File: src/rtl/kf_fxp_pkg.sv
// Shared fixed-point definitions for the Kalman filter stages: default Q format,
// predict-stage FSM encodings and the plain 2N->N truncate.
package kf_fxp_pkg;
  localparam int N_DEF    = 20;
  localparam int FRAC_DEF = 10;

  typedef enum logic [2:0] {
    ST_IDLE = 3'd0,
    ST_S1   = 3'd1,
    ST_S2   = 3'd2,
    ST_S3   = 3'd3,
    ST_S4   = 3'd4,
    ST_S5   = 3'd5
  } state_t;

  // Slice keeps floor rounding for free since the product is two's complement.
  function automatic logic [N_DEF-1:0] fxp_trunc(input logic [2*N_DEF-1:0] v);
    return v[FRAC_DEF+N_DEF-1:FRAC_DEF];
  endfunction
endpackage

File: src/rtl/prior_trunc_sat.sv
// 2N product-domain value back to N-bit Q format (floor rounding).
// Define PRIOR_SAT_EN to clamp out-of-range values instead of wrapping.
module prior_trunc_sat
  import kf_fxp_pkg::*;
#(
  parameter int N    = N_DEF,
  parameter int FRAC = FRAC_DEF
) (
  input  logic [2*N-1:0] v,
  output logic [N-1:0]   t
);
`ifdef PRIOR_SAT_EN
  // In range only if every bit above the result's sign bit copies it.
  logic [N-FRAC:0] upper;
  logic            fits;
  logic            unused_frac;

  assign upper       = v[2*N-1:FRAC+N-1];
  assign fits        = (&upper) | ~(|upper);
  assign unused_frac = ^v[FRAC-1:0];

  always_comb begin
    if (fits)
      t = v[FRAC+N-1:FRAC];
    else if (v[2*N-1])
      t = {1'b1, {(N-1){1'b0}}};
    else
      t = {1'b0, {(N-1){1'b1}}};
  end
`else
  logic unused_bits;

  assign unused_bits = ^{v[2*N-1:FRAC+N], v[FRAC-1:0]};
  assign t           = v[FRAC+N-1:FRAC];
`endif
endmodule

File: src/rtl/prior_state_serial.sv
// Serial Kalman predict stage: x_prior = F*x_post + B*u, z_hat = H*x_prior, using
// two shared multipliers over a 6-cycle schedule. PRIOR_SAT_EN selects saturating T().
module prior_state_serial
  import kf_fxp_pkg::*;
#(
  parameter int N    = N_DEF,
  parameter int FRAC = FRAC_DEF
) (
  input  logic         clk,
  input  logic         rst_n,
  input  logic         start,
  input  logic [N-1:0] x00_post,
  input  logic [N-1:0] x10_post,
  input  logic [N-1:0] f00,
  input  logic [N-1:0] f01,
  input  logic [N-1:0] f10,
  input  logic [N-1:0] f11,
  input  logic [N-1:0] b00,
  input  logic [N-1:0] b10,
  input  logic [N-1:0] u,
  input  logic [N-1:0] h00,
  input  logic [N-1:0] h01,
  input  logic [N-1:0] h10,
  input  logic [N-1:0] h11,
  output logic         busy,
  output logic         done,
  output logic [N-1:0] X00_prior,
  output logic [N-1:0] X10_prior,
  output logic [N-1:0] Z00_hat,
  output logic [N-1:0] Z10_hat
);
  state_t         state;
  logic [N-1:0]   sx0, sx1, sf10, sf11, sb00, sb10, su;
  logic [N-1:0]   sh00, sh01, sh10, sh11;
  logic [N-1:0]   m0a, m0b, m1a, m1b;
  logic [2*N-1:0] acc0, acc1;
  logic [2*N-1:0] m0_full, m1_full, s, p0, p1;
  logic [N-1:0]   t_p0, t_p1, t_s;

  // Explicit sign extension keeps the low 2N bits equal to the signed product.
  assign m0_full = {{N{m0a[N-1]}}, m0a} * {{N{m0b[N-1]}}, m0b};
  assign m1_full = {{N{m1a[N-1]}}, m1a} * {{N{m1b[N-1]}}, m1b};
  assign s       = m0_full + m1_full;
  assign p0      = acc0 + m0_full;
  assign p1      = acc1 + m1_full;

  prior_trunc_sat #(.N(N), .FRAC(FRAC)) u_trunc_p0 (.v(p0), .t(t_p0));
  prior_trunc_sat #(.N(N), .FRAC(FRAC)) u_trunc_p1 (.v(p1), .t(t_p1));
  prior_trunc_sat #(.N(N), .FRAC(FRAC)) u_trunc_s  (.v(s),  .t(t_s));

  always_ff @(posedge clk or negedge rst_n) begin
    if (!rst_n) begin
      state     <= ST_IDLE;
      busy      <= 1'b0;
      done      <= 1'b0;
      X00_prior <= '0;
      X10_prior <= '0;
      Z00_hat   <= '0;
      Z10_hat   <= '0;
      sx0       <= '0;
      sx1       <= '0;
      sf10      <= '0;
      sf11      <= '0;
      sb00      <= '0;
      sb10      <= '0;
      su        <= '0;
      sh00      <= '0;
      sh01      <= '0;
      sh10      <= '0;
      sh11      <= '0;
      m0a       <= '0;
      m0b       <= '0;
      m1a       <= '0;
      m1b       <= '0;
      acc0      <= '0;
      acc1      <= '0;
    end else begin
      done <= 1'b0;
      case (state)
        ST_IDLE: begin
          if (start) begin
            sx0   <= x00_post;
            sx1   <= x10_post;
            sf10  <= f10;
            sf11  <= f11;
            sb00  <= b00;
            sb10  <= b10;
            su    <= u;
            sh00  <= h00;
            sh01  <= h01;
            sh10  <= h10;
            sh11  <= h11;
            m0a   <= f00;
            m0b   <= x00_post;
            m1a   <= f01;
            m1b   <= x10_post;
            busy  <= 1'b1;
            state <= ST_S1;
          end
        end
        ST_S1: begin
          acc0  <= s;
          m0a   <= sf10;
          m0b   <= sx0;
          m1a   <= sf11;
          m1b   <= sx1;
          state <= ST_S2;
        end
        ST_S2: begin
          acc1  <= s;
          m0a   <= sb00;
          m0b   <= su;
          m1a   <= sb10;
          m1b   <= su;
          state <= ST_S3;
        end
        ST_S3: begin
          // H sees the same truncated x_prior that is handed downstream.
          X00_prior <= t_p0;
          X10_prior <= t_p1;
          m0a       <= sh00;
          m0b       <= t_p0;
          m1a       <= sh01;
          m1b       <= t_p1;
          state     <= ST_S4;
        end
        ST_S4: begin
          Z00_hat <= t_s;
          m0a     <= sh10;
          m0b     <= X00_prior;
          m1a     <= sh11;
          m1b     <= X10_prior;
          state   <= ST_S5;
        end
        ST_S5: begin
          Z10_hat <= t_s;
          done    <= 1'b1;
          busy    <= 1'b0;
          state   <= ST_IDLE;
        end
        default: begin
          busy  <= 1'b0;
          state <= ST_IDLE;
        end
      endcase
    end
  end
endmodule

File: config.mk
export PLATFORM = sky130hd
export DESIGN_NAME = prior_state_serial
export DESIGN_NICKNAME = d
export VERILOG_FILES = /design/src/rtl/kf_fxp_pkg.sv /design/src/rtl/prior_trunc_sat.sv /design/src/rtl/prior_state_serial.sv
export SDC_FILE = /design/constraint.sdc
export NUM_CORES = 2
export LEC_CHECK = 0
export BUFFER_PORTS_ARGS = -buffer_cell sky130_fd_sc_hd__buf_2
export CAP_MARGIN = 20
export CORE_MARGIN = 10
export CORE_UTILIZATION = 67
export CTS_CLUSTER_SIZE = 25
export DETAILED_ROUTE_END_ITERATION = 8
export MAX_ROUTING_LAYER = met4
export PLACE_DENSITY = 0.9
export SLEW_MARGIN = 40
export SYNTH_ARGS = -nofsm -noshare
export SYNTH_HDL_FRONTEND = slang
export SYNTH_SLANG_ARGS = --single-unit
File: constraint.sdc
create_clock -name clk -period 20.6 [get_ports clk]
set_input_delay 2.06 -clock clk [delete_from_list [all_inputs] [get_ports clk]]
set_output_delay 2.06 -clock clk [all_outputs]
set_load 0.02 [all_outputs]
-- Word-level counts from Yosys, hierarchy flattened
Cells that the tools add are included.
- register bits: 445
- input port bits: 263
- output and inout bits: 82
- word-level logic and storage cells: 55
- add/sub/neg operators: 3
- multipliers: 2
- equal/unequal tests: 6
- muxes and demuxes: 13
- bitwise operators: 1
- reductions and logical operators: 6
- operators by type and width (cell ; number):
    $pmux W20 S5 ; 4
    $add A30 B30 Y30 ; 3
    $mux W20 ; 4
    $mul A20 B20 Y30 ; 2
    $pmux W3 S5 ; 1
    $eq A3 B2 Y1 const B ; 2
    $eq A3 B3 Y1 const B ; 2
    $reduce_and A2 Y1 ; 3
    $reduce_bool A5 Y1 ; 1
    $reduce_or A4 Y1 ; 1
    $eq A3 B1 Y1 const B ; 1
    $logic_not A3 Y1 ; 1
    $mux W3 ; 1
    $mux W1 ; 2
    $ne A2 B2 Y1 const B ; 1
    $pmux W1 S2 ; 1
    $not A1 Y1 ; 1

-- Longest topological paths before layout
- depth in word-level cells: 4
- mapped depth: 36
- gate-level depth less buffers: 35

-- By module
Synthesis repeated with hierarchy kept, for this count alone.
- cells, all modules: 5863
- area, all modules: 55766.0 um^2
- modules (own cells, without submodules) (module ; times used ; cells an instance ; area an instance (um^2) ; seq. area each (um^2)):
    prior_state_serial ; 1 ; 5803 ; 55315.6 ; 11636.2
    prior_trunc_sat ; 3 ; 20 ; 150.1 ; 0.0

-- Worst setup path after synthesis
No wires, ideal clock.
- kind: register to register
- from: reg m1b[12]
- to: reg Z00_hat[19]
- setup time: 130 ps
- data arrival time: 8085 ps
- data required time: 20470 ps
- setup slack: 12385 ps
- stages on the path, launching flop included: 33
- buffers on the path: 2
- period minus slack after synthesis: 8215 ps
- cells stage by stage: dfrtp_1 clkbuf_1 clkbuf_1 nand2_1 fa_1 inv_1 fa_1 inv_1 fa_1 inv_1 fa_1 fa_1 fa_1 inv_1 fa_1 inv_1 ha_1 a22oi_1 nand2_1 or4_4 a31o_2 a21oi_1 xnor2_1 ha_1 and3_1 a31oi_1 nand2_1 a31oi_1 o21ai_1 or4_1 a31oi_1 xnor2_1 o21ai_1
- longest elaborated chain between the ends: 2
- RTL lines (item ; RTL line ; RTL):
    start, declared ; prior_state_serial.sv:35 ; logic [N-1:0] m0a, m0b, m1a, m1b;
    start signal, assigned ; prior_state_serial.sv:96 ; m1b <= x10_post;
    start signal, assigned ; prior_state_serial.sv:114 ; m1b <= su;
    start signal, assigned ; prior_state_serial.sv:124 ; m1b <= t_p1;
    $mul A20 B20 Y30 ; prior_state_serial.sv:42 ; assign m1_full = {{N{m1a[N-1]}}, m1a} * {{N{m1b[N-1]}}, m1b};
    $add A30 B30 Y30 ; prior_state_serial.sv:43 ; assign s = m0_full + m1_full;
    end signal, assigned ; prior_state_serial.sv:128 ; Z00_hat <= t_s;
    end, declared ; prior_state_serial.sv:29 ; output logic [N-1:0] Z00_hat,
Every way passes these cells.
A chain may end at the register's enable or synchronous reset.

-- Worst setup path after layout
- from: reg m1a[8]
- to: reg Z00_hat[19]
- longest elaborated chain between the ends: 2
- RTL lines (item ; RTL line ; RTL):
    start, declared ; prior_state_serial.sv:35 ;
    start signal, assigned ; prior_state_serial.sv:73 ; m1a <= '0;
    start signal, assigned ; prior_state_serial.sv:95 ; m1a <= f01;
    start signal, assigned ; prior_state_serial.sv:105 ; m1a <= sf11;
    $mul A20 B20 Y30 ; prior_state_serial.sv:42 ;
    $add A30 B30 Y30 ; prior_state_serial.sv:43 ;
Every way passes these cells.

==> flow_metrics.tcl <==
set metrics [dict create \
    ys_seq_elements 445 \
    worst_setup_path_start_kind "flip-flop" \
    layout.nets 6173 \
    drtIter0Drc 3779 \
    ctsResizeCount 0 \
    fin_crit_sh_pct 46.0 \
    grt_max_degree 106 \
    layout-drive-gt1-share_pct 14.1 \
    pin_count 345 \
    reg2regPathDepth 33 \
    slew_violations 0 \
    num_vias 36800 \
    status "completed" \
    antenna_found_initial 12 \
    layout_common_cells "800 x inv_1, 623 x nand2_1, 621 x fa_1, 430 x dfrtp_1, 418 x and2_1" \
    clkTransAtPathRegs_ps 60 \
    crit_path_frequent_cell "fa_1" \
    tns_ps 0 \
    insertion_delay_ps 630 \
    reg_top3 "acc0: 30 flops, acc1: 30 flops" \
    crit_fanout 21 \
    syn_avg_cell_area_um2 9.48 \
    tightest_slew_ps 906 \
    wl_per_cell_um 24.4 \
    rsz0062_at_grt "false" \
    synth.net_count 5987 \
    path_buf_inv 6 \
    gp_congestion 1.03 \
    viasPerCell 6.20 \
    core_mm2 0.0674 \
    drt-total-wl_um 145000 \
    timing.fmax_mhz 106 \
    holdPathStages 2 \
    dr.pass1.iters 8 \
    worstSetupPathDepth 33 \
    cts_made_buffers 50 \
    max_stage_delay_ps 880 \
    fin_skew_ps 39.3 \
    cts_root_buf "clkbuf_16" \
    cts_hold_buf 0 \
    ys_seq_area_share_pct 24.3 \
    syn2layout_area_growth_pct 9.21 \
    gr-total-overflow 0 \
    synthFlopType "dfrtp_1" \
    slowest_stage "dfrtp_1" \
    maxSlewHeadroom_pct 38.9 \
    synth.distinct_cells 67 \
    worstPathArrival_ps 9940 \
    drcViolationCount 0 \
    yosysWarnings 0 \
    grt_first_pass_wirelength_um 226000 \
    start_util_pct 67.9 \
    grt_pass1_vias 39000 \
    mostFrequentLayoutCell "inv_1" \
    cts_max_level 2 \
    synthTopCellsByArea "fa_1 27%, dfrtp_1 24%, ha_1 7.6%, inv_1 6.6%, and2_1 5.7%" \
    drv_cap 0 \
    path_class "flip-flop to flip-flop" \
    synth.largest_area_cell "fa_1" \
    critical-path-top-delay-family "adder cells" \
    clock-sinks 445 \
    dp_hpwl_um 111000 \
    post-cts-setup-buffers 0 \
    synth_top_area_share_pct 27.2 \
    io_buffers 344 \
    hold_viol_final 0 \
    cts_tree "built" \
    dieHeight_um 281 \
    clk_path_buf_depth 3 \
    synth_area_mm2 0.0457 \
    period_needed_ps 9480 \
    async_reset_ff_share_pct 100 \
    die_area_mm2 0.0791 \
    synth_edf_count 0 \
    hp-class "flip-flop to flip-flop" \
    setup_viol 0 \
    dieWidth_um 281 \
    cp-end-kind "flip-flop" \
    grt_use_total_pct 38.5 \
    netlist_instances 4824 \
    drtAntennaViolNets 0 \
    required_ps 21060 \
    fp-row-count 95 \
]
per-layer routing:
layer | GRT usage (%) | vias up | part of all wire (%)
li1 | - | 15600 | -
met1 | 47.2 | 18100 | 36
met2 | 56.6 | 2546 | 44
met3 | 13.7 | 532 | 14
met4 | 18.0 | 0 | 5.9
met5 | - | - | 0
worst min-delay path: stages, from the launching register on:
cell,delay [ps]
dfrtp_1,340
nand2_1,40
o21ai_0,60
logic make-up (layout without fill, tap and decap cells):
group | count (synthesis) | after routing | share of synthesized area (%)
DFF | 445 | 445 | 24.3
AOI/OAI and AO/OA | 748 | 748 | 10.3
and+or+nand+nor | 1321 | 1321 | 14.0
adders and majority gates | 900 | 900 | 34.8
buffers and inverters | 1055 | 1281 | 8.66
xor gates and xnor gates | 159 | 159 | 3.06
other | 0 | 17 | 0
muxes | 196 | 196 | 4.81
path summary, 6_finish.rpt:
kind                       startpoint           to  slack, ps
min in group asynchronous       rst_n       m1b[3]       1430
setup reg to reg               m1a[8]  Z00_hat[19]      11120
max in group asynchronous       rst_n       m0b[9]      16590
setup / recovery               m1a[8]  Z00_hat[19]      11120
hold reg to reg            Z00_hat[0]   Z00_hat[0]        470
hold / removal             Z00_hat[0]   Z00_hat[0]        470
metrics by stage:
stage	hold WS, ps	worst slack (ps)	std cells	util [%]	cell area (µm²)
floorplan	446	12380	4824	-	45700
global placement	456	11320	5830	71.2	48000
detailed placement	465	11190	5831	71.3	48100
CTS	479	11120	5923	74.0	49900
global route	501	10690	5935	74.1	49900
finish	472	11120	5940	74.1	50000
Yosys cell counts, drive strengths merged (118+ instances only):
master	n
a21oi	134
and2	419
clkbuf	243
dfrtp	445
fa	621
ha	279
inv	801
mux2	189
nand2	624
nor2	124
o21ai	252
xnor2	118
cell type report:
class                      instances  area (µm²)
antenna                           17        42.5
clock buffer                      63        1390
clock inverter                    29         440
fill                            4535       17400
inverter                         801        3010
multi-input combinational       3324       30700
sequential                       445       11200
tap                              873        1090
timing repair buffer             388        2120
Power is left out: the tool's default activity adds up to more than one toggle a clock period on the data nets, which glitch-free logic cannot reach.
